--- config.mk ---
export PLATFORM = sky130hd
export DESIGN_NAME = gpr_mp
export DESIGN_NICKNAME = d
export VERILOG_FILES = /design/src/rtl/gpr_mp.sv
export SDC_FILE = /design/constraint.sdc
export NUM_CORES = 2
export LEC_CHECK = 0
export ABC_AREA = 1
export CAP_MARGIN = 20
export CORE_ASPECT_RATIO = 1.4
export CORE_MARGIN = 10
export CORE_UTILIZATION = 25
export CTS_CLUSTER_SIZE = 20
export DETAILED_ROUTE_END_ITERATION = 12
export PLACE_DENSITY = 0.43
export SLEW_MARGIN = 10
export SYNTH_ARGS = -nofsm -noshare
export SYNTH_HDL_FRONTEND = slang
export SYNTH_SLANG_ARGS = --single-unit
--- constraint.sdc ---
create_clock -name clk -period 7.54 [get_ports clk]
set_input_delay 0.754 -clock clk [delete_from_list [all_inputs] [get_ports clk]]
set_output_delay 0.754 -clock clk [all_outputs]
set_load 0.02 [all_outputs]
--- src/rtl/gpr_mp.sv ---
// gpr_mp: parametrised multi-port general-purpose register file.
//   Two prioritised write ports (port 1 wins on an address collision),
//   NR combinational read ports, optional hardwired-zero r0, optional
//   same-cycle write-to-read bypass. After reset a self-timed sequence
//   loads every register with its own index; busy is high until it ends.
// Ports:
//   clk            core clock, rising edge
//   reset          synchronous, active-high; restarts the init sequence
//   busy           high while the init sequence runs (registered)
//   we0/wa0/wd0    write port 0
//   we1/wa1/wd1    write port 1 (priority over port 0)
//   ra             packed read addresses, port k = ra[k*AW +: AW]
//   rd             packed read data,      port k = rd[k*DW +: DW]
module gpr_mp #(
  parameter int DW      = 32,
  parameter int AW      = 5,
  parameter int NR      = 2,
  parameter int R0_ZERO = 1,
  parameter int BYPASS  = 1
) (
  input  logic             clk,
  input  logic             reset,
  output logic             busy,
  input  logic             we0,
  input  logic [AW-1:0]    wa0,
  input  logic [DW-1:0]    wd0,
  input  logic             we1,
  input  logic [AW-1:0]    wa1,
  input  logic [DW-1:0]    wd1,
  input  logic [NR*AW-1:0] ra,
  output logic [NR*DW-1:0] rd
);

  localparam int DEPTH = 2 ** AW;

  typedef enum logic {
    INIT,
    READY
  } state_t;

  state_t        state_q;
  logic [AW-1:0] cnt_q;
  logic          busy_q;
  logic [DW-1:0] mem_q [DEPTH];

  logic [DW-1:0] init_val;
  logic          keep0;
  logic          keep1;

  always_comb begin
    // Register index zero-extended or truncated to the data width.
    init_val = DW'(cnt_q);
    keep0    = we0 && !((R0_ZERO != 0) && (wa0 == '0));
    keep1    = we1 && !((R0_ZERO != 0) && (wa1 == '0));
  end

  always_ff @(posedge clk) begin
    if (reset) begin
      state_q <= INIT;
      cnt_q   <= '0;
      busy_q  <= 1'b1;
    end else begin
      case (state_q)
        INIT: begin
          mem_q[cnt_q] <= init_val;
          // Counter saturates at DEPTH-1 instead of wrapping.
          if (cnt_q == '1) begin
            state_q <= READY;
            busy_q  <= 1'b0;
          end else begin
            cnt_q <= cnt_q + 1'b1;
          end
        end
        READY: begin
          if (keep0) mem_q[wa0] <= wd0;
          // Issued after port 0 so that port 1 wins a same-address collision.
          if (keep1) mem_q[wa1] <= wd1;
        end
      endcase
    end
  end

  assign busy = busy_q;

  always_comb begin
    rd = '0;
    for (int unsigned k = 0; k < NR; k++) begin
      if (!busy_q && !((R0_ZERO != 0) && (ra[k*AW +: AW] == '0))) begin
        if ((BYPASS != 0) && we1 && (wa1 == ra[k*AW +: AW])) begin
          rd[k*DW +: DW] = wd1;
        end else if ((BYPASS != 0) && we0 && (wa0 == ra[k*AW +: AW])) begin
          rd[k*DW +: DW] = wd0;
        end else begin
          rd[k*DW +: DW] = mem_q[ra[k*AW +: AW]];
        end
      end
    end
  end

endmodule
==> results.json <==
{
  "worst_hold_startpoint": "state_q$_SDFF_PP0_",
  "maximum_capacitance_violations": 0,
  "detail_route.vias_per_cell": 5.37,
  "slew_violations": 0,
  "leakage_power_nw": 26.6,
  "total_core_area_mm2": 0.254,
  "clock_tree.root_cell": "clkbuf_16",
  "numClockSinks": 1031,
  "yosys_warnings": 0,
  "cts.repair.resized": 0,
  "syn-cell-area_mm2": 0.0639,
  "placementRows": 219,
  "vias": 62994,
  "layout.cells.most_common_list": "nand2_1 (3589), nand3_1 (1167), edfxtp_1 (1024)",
  "worst_r2r_endpoint": "mem_q[13][6]$_DFFE_PP_",
  "path_clk_slew_ns": 0.06,
  "critical_path_peak_fanout": 53,
  "layout.cell_area.non_filler_mm2": 0.0720,
  "met3RoutedLength_mm": 26.1,
  "setup_violations": 0,
  "cts.path.max_buffers": 3,
  "routed_wire_length_per_instance_um": 28.3,
  "synth.ff_latch_count": 1031,
  "run_status": "completed",
  "grt_pass1_wl_mm": 460,
  "drcViolationCount": 0,
  "critPathTopFamily": "buffers and inverters",
  "post_cts_setup_buffer_count": 0,
  "total_wirelength_of_the_detailed_routed_design_mm": 332,
  "synthesis.nets": 8809,
  "min_to": "busy$_SDFFE_PP1P_",
  "gr-total-overflow": 0,
  "grt_max_degree": 199,
  "crit_path_cell_trace": "clkbuf_8, nor2_4, buf_4, a21oi_1, nand3_1, nand3_1, nand2_1, nand2_1, a21oi_1, clkdlybuf4s50_1",
  "highest-signal-layer": "met5",
  "clk_latency_ns": 0.76,
  "initial_antenna_violation_count": 7,
  "timing.final.crit_share": 0.719,
  "port-buffer-count": 152,
  "timing.hold.worst_path_depth": 2,
  "required_arrival_time_at_the_worst_endpoint_ns": 6.79,
  "criticalPathCategory": "in2out",
  "floorplan.die.height_um": 618,
  "critPathMaxStageDelay_ns": 0.97,
  "detailed_router_iteration_count_before_antenna_repair": 6,
  "util_after_layout": 0.283,
  "cts_inserted_buffers": 108,
  "finalClockSkew_ns": 0.0391,
  "drt_iter0_drc": 7411,
  "ant_nets": 0,
  "most_common_library_cell_in_the_layout_ignoring_fill_and_taps": "nand2_1",
  "worst_setup_path_start_kind": "input port",
  "global_route.usage.total": 0.230,
  "worst-r2r-cell-count": 9,
  "fillCellCount": 27173,
  "finalWeightedCongestion": 0.854,
  "endpoint_kind": "output port",
  "timing.final.hold_violations": 0,
  "ys_types": 31,
  "hp-class": "reg2reg",
  "syn-mean-instance-area_um2": 7.33,
  "wl_met1_mm": 126,
  "finalCriticalPeriod_ns": 5.42,
  "ff_to_ff_start": "state_q$_SDFF_PP0_",
  "achievable-frequency_mhz": 184,
  "met2WireLength_mm": 157,
  "critPathArrivalTime_ns": 4.67,
  "final_nets": 8407,
  "timing.slew.headroom": 0.184,
  "critPathBufInv": 3,
  "design.portCount": 153,
  "ir_worst_vdd_mv": 0.174,
  "htree_num_levels": 3,
  "grt_setup_unrepaired": "false",
  "drive_gt1_frac": 0.0551,
  "setup_tns_ns": 0,
  "initial_standard_cell_utilization_of_the_core": 0.251,
  "cts_hold_repair.buffers": 0,
  "synth.yosys.seq_area_share": 0.484,
  "die_w_um": 447,
  "worstMarginPinSlew_ns": 1.22,
  "tritoncts": "built",
  "power_density_mw_per_mm2": 185,
  "sum_of_net_half_perimeters_after_detailed_placement_mm": 187,
  "fp.dieArea_mm2": 0.276,
  "grt_pass1_vias": 59385,
  "area_delta_synth_final_pct": 12.7,
  "cpMaxStageDelayCell": "nor2_4",
  "rrSetupSlack_ns": 3.49,
  "synthCells": 8719,
  "place_area_mm2": 0.0684
}
==> metrics by stage <==
stage	cells	setup slack (ns)	hold WS, ns	total power [mW]
4_1_cts	11717	2.17	0.513	13.3
2_1_floorplan	8719	2.94	0.459	7.31
5_1_grt	11727	2.13	0.546	13.6
6_report	11730	2.12	0.525	13.3
3_3_place_gp	11501	2.20	0.508	8.01
3_5_place_dp	11514	2.17	0.503	8.03
==> routing by layer <==
metal,global-route usage,up-vias
met5,0,-
met4,0.129,2
met3,0.0343,825
met2,0.388,3357
met1,0.280,30412
li1,-,28398
==> how the worst max path moves through the flow <==
stage	slack [ns]	endpoint	start	cells after the start
after global placement	2.20	rd[26]	ra[1]	10
after CTS	2.17	rd[26]	ra[1]	10
final	2.12	rd[26]	ra[1]	10
after detailed placement	2.17	rd[26]	ra[1]	10
after global routing	2.13	rd[30]	ra[0]	12
after floorplan	2.94	mem_q[13][0]$_DFFE_PP_	wa0[0]	10
==> tightest hold or removal path, delay by kind of cell (launching register included) <==
kind / cells / cell delay, ns
flip-flops: 1 / 0.33
buffers and inverters: 1 / 0.08
AO/OA/AOI/OAI: 1 / 0.07
==> power breakdown <==
part	total (mW)	switching [mW]	internal [mW]
clock	5.36	2.55	2.81
combinational	1.68	1.26	0.414
sequential	6.27	0.0139	6.26
total	13.3	3.83	9.48
==> cell usage after synthesis <==
| cell type | number | share of area |
|---|---|---|
| a21oi_1 | 320 | 0.025 |
| a31oi_1 | 1 | 0.000098 |
| and2_1 | 1 | 0.000098 |
| and3_1 | 2 | 0.00020 |
| buf_1 | 58 | 0.0034 |
| buf_2 | 292 | 0.023 |
| buf_4 | 27 | 0.0032 |
| buf_6 | 1 | 0.00018 |
| clkbuf_1 | 476 | 0.028 |
| clkbuf_2 | 2 | 0.00016 |
| clkinv_1 | 2 | 0.00012 |
| dfxtp_1 | 7 | 0.0022 |
| edfxtp_1 | 1024 | 0.48 |
| ha_1 | 2 | 0.00039 |
| inv_1 | 197 | 0.012 |
| inv_2 | 8 | 0.00047 |
| nand2_1 | 3608 | 0.21 |
| nand2_2 | 1 | 0.000098 |
| nand3_1 | 1181 | 0.093 |
| nand4_1 | 10 | 0.00098 |
| nor2_1 | 182 | 0.011 |
| nor2_2 | 3 | 0.00029 |
| nor2_4 | 2 | 0.00035 |
| nor3_1 | 4 | 0.00031 |
| nor4_4 | 2 | 0.00067 |
| o21ai_0 | 805 | 0.063 |
| o21ai_1 | 488 | 0.038 |
| o21ai_2 | 1 | 0.00014 |
| o221ai_1 | 2 | 0.00027 |
| o22ai_1 | 9 | 0.00088 |
| xor2_1 | 1 | 0.00014 |
==> registers in the layout, summed over array words and instances, names as in the netlist <==
register  count
mem_q      1024
busy          1
cnt_q         5
state_q       1
==> kinds of logic (layout without fill, tap and decap cells) <==
logic type | count (synthesis) | after routing | synth area share
flops | 1031 | 1031 | 0.484
simple gates | 4996 | 4996 | 0.318
fa+ha+maj | 2 | 2 | 0.000392
other cells | 0 | 5 | 0
xor+xnor | 1 | 1 | 0.000137
buf+inv | 1063 | 754 | 0.0699
compound gates | 1626 | 1626 | 0.128
==> layout make-up <==
cell class,instances,area (µm²),area share
sequential,1031,30900,0.429
tap,3315,4150,0.0576
multi-input combinational,6625,29300,0.407
antenna,5,12.5,0.000174
clock inverter,64,418,0.00581
inverter,207,817,0.0114
timing repair buffer,344,3530,0.0491
clock buffer,139,2860,0.0398
Note: power is estimated with default switching activity, not from simulation.
